--- config.mk ---
export PLATFORM = sky130hd
export DESIGN_NAME = pulse_train_gen_flat
export DESIGN_NICKNAME = d
export VERILOG_FILES = /design/src/rtl/pulse_gen_pkg.sv /design/src/rtl/pulse_train_gen_if.sv /design/src/rtl/phase_timer.sv /design/src/rtl/pulse_train_gen.sv /design/src/flat_wrapper.sv
export SDC_FILE = /design/constraint.sdc
export NUM_CORES = 1
export LEC_CHECK = 0
export BUFFER_PORTS_ARGS = -buffer_cell sky130_fd_sc_hd__buf_2
export CORE_ASPECT_RATIO = 2
export CORE_MARGIN = 1.5
export CORE_UTILIZATION = 30
export DETAILED_ROUTE_END_ITERATION = 8
export GPL_TIMING_DRIVEN = 1
export PLACE_DENSITY = 0.59
export SLEW_MARGIN = 0
export SYNTH_ARGS = -nofsm -noshare
export SYNTH_HDL_FRONTEND = slang
export SYNTH_HIERARCHICAL = 1
export SYNTH_SLANG_ARGS = --single-unit
--- constraint.sdc ---
create_clock -name clk -period 2.15 [get_ports clk]
set_clock_uncertainty 0.2 [all_clocks]
set_input_delay 0.1075 -clock clk [delete_from_list [all_inputs] [get_ports clk]]
set_output_delay 0.1075 -clock clk [all_outputs]
set_load 0.02 [all_outputs]
--- src/rtl/pulse_gen_pkg.sv ---
// Shared state type, default phase lengths and timer sizing for pulse_train_gen.
package pulse_gen_pkg;

  typedef enum logic [1:0] {IDLE, HIGH, LOW, FIN} pg_state_t;

  localparam int unsigned PG_HIGH_CYC = 4;
  localparam int unsigned PG_LOW_CYC  = 4;

  // Width that can hold the larger phase length minus one.
  function automatic int unsigned pg_timer_width(int unsigned high_cyc, int unsigned low_cyc);
    int unsigned m;
    m = (high_cyc > low_cyc) ? high_cyc : low_cyc;
    return (m > 1) ? $clog2(m) : 1;
  endfunction

endpackage

--- src/rtl/pulse_train_gen_if.sv ---
// Request/status bundle for pulse_train_gen; abort exists only with PULSE_TRAIN_GEN_ABORT_EN.
interface pulse_train_gen_if #(
  parameter int unsigned N = 8
);
  logic         start;
  logic [N-1:0] count;
`ifdef PULSE_TRAIN_GEN_ABORT_EN
  logic         abort;
`endif
  logic         pulse_out;
  logic         busy;
  logic         done;
  logic [N-1:0] pulses_sent;

`ifdef PULSE_TRAIN_GEN_ABORT_EN
  modport master (
    output start, count, abort,
    input  pulse_out, busy, done, pulses_sent
  );
  modport slave (
    input  start, count, abort,
    output pulse_out, busy, done, pulses_sent
  );
`else
  modport master (
    output start, count,
    input  pulse_out, busy, done, pulses_sent
  );
  modport slave (
    input  start, count,
    output pulse_out, busy, done, pulses_sent
  );
`endif

endinterface

--- src/rtl/phase_timer.sv ---
// Loadable down-counter; expired_o is high while the count sits at zero.
module phase_timer #(
  parameter int unsigned Width = 2
) (
  input  logic             clk_i,
  input  logic             rst_ni,
  input  logic             load_i,
  input  logic [Width-1:0] load_val_i,
  output logic             expired_o
);

  logic [Width-1:0] cnt_q, cnt_d;

  always_comb begin
    cnt_d = cnt_q;
    if (load_i) begin
      cnt_d = load_val_i;
    end else if (cnt_q != '0) begin
      cnt_d = cnt_q - Width'(1);
    end
  end

  always_ff @(posedge clk_i or negedge rst_ni) begin
    if (!rst_ni) begin
      cnt_q <= '0;
    end else begin
      cnt_q <= cnt_d;
    end
  end

  assign expired_o = (cnt_q == '0);

endmodule

--- src/rtl/pulse_train_gen.sv ---
// Emits a burst of fixed-width pulses on request; optional early abort via
// PULSE_TRAIN_GEN_ABORT_EN.
module pulse_train_gen
  import pulse_gen_pkg::*;
#(
  parameter int unsigned N        = 8,
  parameter int unsigned HIGH_CYC = PG_HIGH_CYC,
  parameter int unsigned LOW_CYC  = PG_LOW_CYC
) (
  input logic               clk,
  input logic               rst,
  pulse_train_gen_if.slave  bus
);

  localparam int unsigned TW = pg_timer_width(HIGH_CYC, LOW_CYC);
  localparam logic [TW-1:0] HighLoad = TW'(HIGH_CYC - 1);
  localparam logic [TW-1:0] LowLoad  = TW'(LOW_CYC - 1);

  pg_state_t    state_q;
  logic         pulse_q, busy_q, done_q;
  logic [N-1:0] sent_q, cnt_q;
  logic         timer_load, timer_exp, end_burst;
  logic [TW-1:0] timer_val;
`ifdef PULSE_TRAIN_GEN_ABORT_EN
  logic         abort_q;
`endif

  // A high phase is the last one when the requested count is reached or an abort is pending.
  always_comb begin
    end_burst = (sent_q == cnt_q);
`ifdef PULSE_TRAIN_GEN_ABORT_EN
    end_burst = end_burst || abort_q || bus.abort;
`endif
  end

  always_comb begin
    timer_load = 1'b0;
    timer_val  = '0;
    case (state_q)
      IDLE: begin
        if (bus.start && (bus.count != '0)) begin
          timer_load = 1'b1;
          timer_val  = HighLoad;
        end
      end
      HIGH: begin
        if (timer_exp && !end_burst) begin
          timer_load = 1'b1;
          timer_val  = LowLoad;
        end
      end
      LOW: begin
        if (timer_exp) begin
          timer_load = 1'b1;
          timer_val  = HighLoad;
        end
      end
      default: ;
    endcase
  end

  phase_timer #(
    .Width (TW)
  ) u_phase_timer (
    .clk_i      (clk),
    .rst_ni     (rst),
    .load_i     (timer_load),
    .load_val_i (timer_val),
    .expired_o  (timer_exp)
  );

  always_ff @(posedge clk or negedge rst) begin
    if (!rst) begin
      state_q <= IDLE;
      pulse_q <= 1'b0;
      busy_q  <= 1'b0;
      done_q  <= 1'b0;
      sent_q  <= '0;
      cnt_q   <= '0;
`ifdef PULSE_TRAIN_GEN_ABORT_EN
      abort_q <= 1'b0;
`endif
    end else begin
      done_q <= 1'b0;
      case (state_q)
        IDLE: begin
          if (bus.start) begin
`ifdef PULSE_TRAIN_GEN_ABORT_EN
            abort_q <= 1'b0;
`endif
            if (bus.count != '0) begin
              // First rising edge goes out on this same clock edge.
              state_q <= HIGH;
              cnt_q   <= bus.count;
              sent_q  <= N'(1);
              pulse_q <= 1'b1;
              busy_q  <= 1'b1;
            end else begin
              state_q <= FIN;
              cnt_q   <= '0;
              sent_q  <= '0;
              done_q  <= 1'b1;
            end
          end
        end
        HIGH: begin
`ifdef PULSE_TRAIN_GEN_ABORT_EN
          if (bus.abort) abort_q <= 1'b1;
`endif
          if (timer_exp) begin
            pulse_q <= 1'b0;
            if (end_burst) begin
              state_q <= FIN;
              busy_q  <= 1'b0;
              done_q  <= 1'b1;
            end else begin
              state_q <= LOW;
            end
          end
        end
        LOW: begin
`ifdef PULSE_TRAIN_GEN_ABORT_EN
          if (bus.abort) begin
            state_q <= FIN;
            busy_q  <= 1'b0;
            done_q  <= 1'b1;
          end else
`endif
          if (timer_exp) begin
            state_q <= HIGH;
            pulse_q <= 1'b1;
            sent_q  <= sent_q + N'(1);
          end
        end
        FIN: begin
          state_q <= IDLE;
        end
        default: begin
          state_q <= IDLE;
        end
      endcase
    end
  end

  assign bus.pulse_out   = pulse_q;
  assign bus.busy        = busy_q;
  assign bus.done        = done_q;
  assign bus.pulses_sent = sent_q;

endmodule

--- src/flat_wrapper.sv ---
// flat-port wrapper written by rule: the top's interface ports become plain ports
module pulse_train_gen_flat import pulse_gen_pkg::*;
#(
  parameter int unsigned N        = 8,
  parameter int unsigned HIGH_CYC = PG_HIGH_CYC,
  parameter int unsigned LOW_CYC  = PG_LOW_CYC
)
  (clk, rst, bus_start, bus_count, bus_pulse_out, bus_busy, bus_done, bus_pulses_sent);
  pulse_train_gen_if #(.N(N)) bus_i ();
  input logic clk;
  input logic rst;
  input wire logic [$bits(bus_i.start)-1:0] bus_start;
  input wire logic [$bits(bus_i.count)-1:0] bus_count;
  output wire logic [$bits(bus_i.pulse_out)-1:0] bus_pulse_out;
  output wire logic [$bits(bus_i.busy)-1:0] bus_busy;
  output wire logic [$bits(bus_i.done)-1:0] bus_done;
  output wire logic [$bits(bus_i.pulses_sent)-1:0] bus_pulses_sent;
  assign bus_i.start = bus_start;
  assign bus_i.count = bus_count;
  assign bus_pulse_out = bus_i.pulse_out;
  assign bus_busy = bus_i.busy;
  assign bus_done = bus_i.done;
  assign bus_pulses_sent = bus_i.pulses_sent;
  pulse_train_gen #(.N(N), .HIGH_CYC(HIGH_CYC), .LOW_CYC(LOW_CYC)) u_core (.clk(clk), .rst(rst), .bus(bus_i));
endmodule
==> impl_metrics.toml, run 1 <==
[clocking]
path_clk_slew_ps = 80
htreeDepth = 1
clk_latency_ps = 260
post_cts_buffers = 0
cts_tree = "built"
clkSinkCount = 23
cts_buffers = 3
cts_root_buffer = "clkbuf_8"
cts_buffer_depth = 2

[power]
power_frac_clock_pct = 13.8
peakVddDrop_uv = 742
internal-power_w = 0.00117
net-switching-power_w = 0.000720
comb_power_share_pct = 46.1
p_sw_share_pct = 38.0
leakage_nw = 0.658
seqPwrFrac_pct = 40.1
power_density_nw_per_um2 = 1230

[setup_path]
crit_type = "register to register"
worst-path-max-fanout = 4
cp_data_required_time_ps = 2140
critPathLaunch = "u_core/u_phase_timer/cnt_q[0]"
cp-endpoint = "u_core/bus.pulses_sent[7]"
startpoint_type = "register"
timing.rr.start = "u_core/u_phase_timer/cnt_q[0]"
reg2reg_depth = 6
cp-end-kind = "register"
reg2reg_slack_ps = 80
worst_r2r_endpoint = "u_core/bus.pulses_sent[7]"
crit_arrival_ps = 2060

[die]
die_area_sq_um = 4460
core_area_sq_um = 3880
dieHeight_um = 93.0
rows = 32
ios = 22
initial_core_util_pct = 31.3
fp.dieW_um = 48

[place]
dp_hpwl_um = 2210
place_congestion = 0.822
dp.cells = 192
dpl-instance-area_sq_um = 1400
io_buffers = 21

[logic_synthesis]
synth.net_count = 132
ys_types = 36
avgSynthCellArea_sq_um = 10.2
synth-simple-area-share_pct = 17.2
netlist_top_cells_area = "dfrtp_1 47%, mux2_2 8.3%, xnor2_1 7.2%, o21ai_0 3.3%, nand2_1 3.1%"
yosys_warnings = 6
synth_top_area_share_pct = 47.4
synth_cells = 119
synth_fa_ha_area_share_pct = 2.06
synth_compound_area_share_pct = 12.3
synth_top_family_by_area = "simple AND/OR/NAND/NOR gates"
ys_seq_elements = 23
synth.largest_area_cell = "dfrtp_1"
netlist_area_sq_um = 1210
seq_area_frac_synth_pct = 47.4
synthMuxAreaShare_pct = 9.17
synth-xor-area-share_pct = 8.65

[layout]
drive_gt1_share_pct = 28.6
antenna_cells = 0
nNetsFinal = 168
area_growth_pct = 27.2
fill_cells = 413
final_cell_area_sq_um = 1550
fin_cells = 205

[sta]
period_minus_slack_ps = 2070
rsz0062_at_grt = "no"
drv_slew = 0
tightest_slew_ps = 517
max_slew_margin_pct = 65.2
fin_crit_sh_pct = 96.4
holdWs_ps = 65.5
hold_violations = 0
max_freq_ghz = 0.483
setup_viol = 0
finalSetupTns_ps = 0

[drt]
first_pass_iters = 4
wirelength_um = 2840
drt-vias-per-instance = 4.88
drtAntennaViolNets = 0
wl_per_cell_um = 13.8
vias = 1000
drcViolationCount = 0
drtIter0Drc = 10

[global_route]
antenna_found_initial = 0
grt_overflow = 0
grt_max_degree = 24
first_global_vias = 1115
grt_pass1_wl_um = 4840
grt.total_usage_pct = 15.1

[min_path]
hold_class = "primary input to register"

[run]
max_cap_violations = 0

[run_status]
outcome = "finished, final reports clean"
## state kept, by name (all words and copies together), names as in the netlist
signal / cells
u_core/bus.pulse_out: 1
u_core/bus.busy: 1
u_core/cnt_q: 8
u_core/u_phase_timer/cnt_q: 2
u_core/bus.pulses_sent: 8
u_core/bus.done: 1
u_core/state_q: 2
## cell usage after synthesis
library cell,number
dfrtp_1,23
nand2_1,10
xnor2_1,10
mux2_2,9
nor2_1,8
o21ai_0,8
inv_1,4
a21oi_1,3
nor2b_1,3
nor3_1,3
a22o_1,2
and2_1,2
buf_2,2
clkbuf_1,2
ha_1,2
nand2b_1,2
nand4_1,2
nor4_1,2
o22ai_1,2
or2_2,2
or3_1,2
xor2_1,2
a211o_1,1
a211oi_1,1
a21boi_0,1
a311oi_1,1
a31o_2,1
a31oi_1,1
buf_4,1
mux2i_1,1
nand3_1,1
nand4b_1,1
o31a_1,1
o31ai_1,1
or2b_1,1
or4_4,1
## how the worst min path moves through the flow
stage | startpoint | endpoint | slack [ps] | cells past startpoint
2_1_floorplan | rst | u_core/bus.busy | -390 | 0
3_3_place_gp | rst | u_core/bus.pulses_sent[6] | -90 | 1
3_5_place_dp | rst | u_core/bus.pulses_sent[6] | -90 | 1
4_1_cts | bus_count[6] | u_core/bus.done | 50 | 4
5_1_grt | bus_count[6] | u_core/bus.done | 70 | 4
6_report | bus_count[6] | u_core/bus.done | 70 | 4
## cells by family after synthesis
group | Yosys count
and+or+nand+nor | 40
AOI/OAI and AO/OA | 23
DFF | 23
xor gates and xnor gates | 12
muxes | 10
buffers and inverters | 9
adders and majority gates | 2
## metrics by stage
stage / worst slack, ps / util (%) / power, W
floorplan: 44.7 / - / 0.00136
global placement: 148 / 36.1 / 0.00161
detailed placement: 92.7 / 36.1 / 0.00164
CTS: 9.86 / 39.6 / 0.00192
global route: 3.69 / 39.8 / 0.00205
finish: 77.8 / 39.8 / 0.00189
## routing by layer
| metal | track usage, % | vias to the layer above | part of all wire, % |
|---|---|---|---|
| li1 | - | 484 | - |
| met5 | 0 | - | 0 |
| met3 | 2.12 | 4 | 2.8 |
| met1 | 15.2 | 491 | 35 |
| met2 | 27.9 | 21 | 60 |
| met4 | 6.53 | 0 | 1.9 |
## repair_timing
item,4_1_cts,5_1_grt
gates resized for setup,0,2
hold buffers,9,0
setup endpoints to repair,0,2
endpoints found under the hold margin,31,0
## power groups by stage
stage	logic, W	clock network, W	registers, W
after detailed placement	0.000865	0	0.000774
after CTS	0.000880	0.000273	0.000765
after floorplan	0.000621	0	0.000738
final	0.000873	0.000261	0.000760
after global routing	0.000971	0.000288	0.000789
after global placement	0.000843	0	0.000766
## cell type report
cell class	instances	area (sq um)	area share [%]
Clock buffer	4	45.0	2.91
Inverter	4	15.0	0.972
Multi-Input combinational cell	87	606	39.2
Sequential cell	23	576	37.2
Tap cell	51	63.8	4.13
Timing Repair Buffer	36	240	15.5
## cell usage in the layout, fill, tap and decap left out, types with 3 or more instances in the layout
cell	instances
dfrtp_1	23
buf_4	6
nor2b_1	3
nor3_1	3
nor2_1	8
o21ai_0	8
mux2_2	9
a21oi_1	3
buf_2	21
inv_1	4
xnor2_1	10
nand2_1	10
clkbuf_8	3
dlygate4sd3_1	9
## critical path: stages (launching register included)
cell and delay [ps]:
dfrtp_1 390, inv_1 70, ha_1 220, mux2i_1 120, or4_4 520, or3_1 330, a21oi_1 140
(Power assumes the default switching activity.)
==> run 2: changes to the inputs <==
--- a/config.mk
+++ b/config.mk
@@ -6,7 +6,7 @@
 export NUM_CORES = 1
 export LEC_CHECK = 0
 export BUFFER_PORTS_ARGS = -buffer_cell sky130_fd_sc_hd__buf_2
-export CORE_ASPECT_RATIO = 2
+export CORE_ASPECT_RATIO = 1.5
 export CORE_MARGIN = 1.5
 export CORE_UTILIZATION = 30
 export DETAILED_ROUTE_END_ITERATION = 8
==> run 2 against run 1 <==
Net effect: cell area up 1.1%; non-clock buffer count up 2; flip-flop and latch count unchanged; sequential share of layout area down 0.42 points; sequential power about the same; critical endpoint unchanged.
==> impl_metrics.toml, run 2 (same netlist as run 1, synthesis figures left out) <==
[min_path]
whs_endpoint = "u_core/bus.done"
holdPathStages = 5
hp-start = "bus_count[0]"
hold_class = "primary input to register"

[sta]
fin_ws_ps = 120
max_freq_ghz = 0.493
hold_violations = 0
fin_crit_sh_pct = 94.4
setup_viol = 0
finalSetupTns_ps = 0
drv_slew = 0
rsz0062_at_grt = "no"
max_slew_margin_pct = 65.6
holdWs_ps = 89.4
tightest_slew_ps = 516
period_minus_slack_ps = 2030

[clocking]
post_cts_buffers = 0
path_clk_slew_ps = 90
htreeDepth = 1
clk_latency_ps = 260
cts_tree = "built"
cts_buffer_depth = 2
cts_root_buffer = "clkbuf_8"
cts_buffers = 3
clkSinkCount = 23

[drt]
drtAntennaViolNets = 0
first_pass_iters = 4
wirelength_um = 2700
wl_per_cell_um = 13.4
drt-vias-per-instance = 4.93
vias = 990
drcViolationCount = 0
drtIter0Drc = 6

[place]
dp_hpwl_um = 2100
io_buffers = 21
place_congestion = 0.873
place_ws_ps = 135

[layout]
fin_util_pct = 39.8
nNetsFinal = 170
final_common_cell = "dfrtp_1"
antenna_cells = 0
area_growth_pct = 28.6
fill_cells = 393
layout_common_cells = "23 x dfrtp_1, 21 x buf_2, 10 x xnor2_1, 10 x nand2_1"
drive_gt1_share_pct = 30.8

[setup_path]
crit_type = "register to register"
crit_slowest_cell = "or4_4"
reg2reg_depth = 6
cp-end-kind = "register"
worst-path-max-fanout = 3
worstPathCellList = "inv_1, ha_1, mux2i_1, or4_4, or3_1, a21oi_1"
startpoint_type = "register"
timing.rr.start = "u_core/u_phase_timer/cnt_q[0]"
reg2reg_slack_ps = 120
cpPeakStageDelay_ps = 520
worst_r2r_endpoint = "u_core/bus.pulses_sent[7]"
crit_arrival_ps = 2020
cp_data_required_time_ps = 2140

[die]
fp.dieW_um = 55.0
die_area_sq_um = 4450
initial_core_util_pct = 31.0
core_area_sq_um = 3920
ios = 22
rows = 28
dieHeight_um = 80.9

[global_route]
grt_overflow = 0
antenna_found_initial = 0
first_global_vias = 993
grt_max_degree = 24
grt.total_usage_pct = 13.7
grt_pass1_wl_um = 4450

[power]
leakage_nw = 0.666
peakVddDrop_uv = 788
power_density_nw_per_um2 = 1230

[run_status]
outcome = "finished, final reports clean"

[run]
max_cap_violations = 0
[run 2: cell count changes in the layout (fill, tap and decap cells not counted)]
cell	change
nor4_2	+1
clkbuf_1	-1
buf_4	+2
clkinvlp_4	+1
nor4_1	-1
[run 2: how the worst max path moves through the flow]
stage | slack [ps] | cells past startpoint | from | endpoint
floorplan | 40 | 7 | u_core/u_phase_timer/cnt_q[0] | u_core/bus.pulses_sent[7]
global placement | 150 | 6 | u_core/u_phase_timer/cnt_q[0] | u_core/bus.pulses_sent[7]
detailed placement | 140 | 6 | u_core/u_phase_timer/cnt_q[0] | u_core/bus.pulses_sent[7]
CTS | 4 | 9 | bus_count[1] | u_core/u_phase_timer/cnt_q[1]
global route | 50 | 8 | u_core/u_phase_timer/cnt_q[0] | u_core/u_phase_timer/cnt_q[1]
finish | 120 | 6 | u_core/u_phase_timer/cnt_q[0] | u_core/bus.pulses_sent[7]
[run 2: per-stage QoR]
stage                     cells  cell area, sq um  total power [W]
after global placement      188              1410          0.00162
after CTS                   201              1550          0.00193
final                       201              1560          0.00192
after detailed placement    188              1410          0.00164
after floorplan             119              1210          0.00136
after global routing        201              1560          0.00207
[run 2: worst max-delay path, delay by kind of cell, from the launching register on]
kind / cells / cell delay, ps
AO/OA/AOI/OAI: 1 / 140
AND/OR/NAND/NOR: 2 / 840
buffers and inverters: 1 / 60
flip-flops: 1 / 400
adder cells (fa/ha/maj): 1 / 190
multiplexers: 1 / 130
[run 2: layer usage]
layer	vias up	track usage, %	wire (um)
met5	-	0	0
met4	0	4.39	25
met3	2	1.65	68
met2	17	25.4	1530
met1	477	15.5	1070
li1	494	-	-
[run 2: final cells by class]
| class | instances | area [sq um] | share of cell area (%) |
|---|---|---|---|
| well taps | 45 | 56.3 | 3.60 |
| clock inverters | 1 | 7.51 | 0.480 |
| multi-input cells | 87 | 612 | 39.2 |
| inverters | 4 | 15.0 | 0.961 |
| flip-flops and latches | 23 | 576 | 36.8 |
| clock buffers | 3 | 41.3 | 2.64 |
| repair buffers | 38 | 255 | 16.3 |
[run 2: power breakdown]
| part | internal, W | switching (W) | total, W |
|---|---|---|---|
| registers | 0.000587 | 0.000174 | 0.000761 |
| logic | 0.000468 | 0.000422 | 0.000890 |
| clock network | 0.000131 | 0.000138 | 0.000269 |
| total | 0.00119 | 0.000733 | 0.00192 |
[run 2: repair_timing]
| action | in CTS | in global routing |
|---|---|---|
| setup endpoints to repair | 0 | 2 |
| gates resized for setup | 0 | 3 |
| hold endpoints to repair | 31 | 0 |
| hold buffers | 9 | 0 |
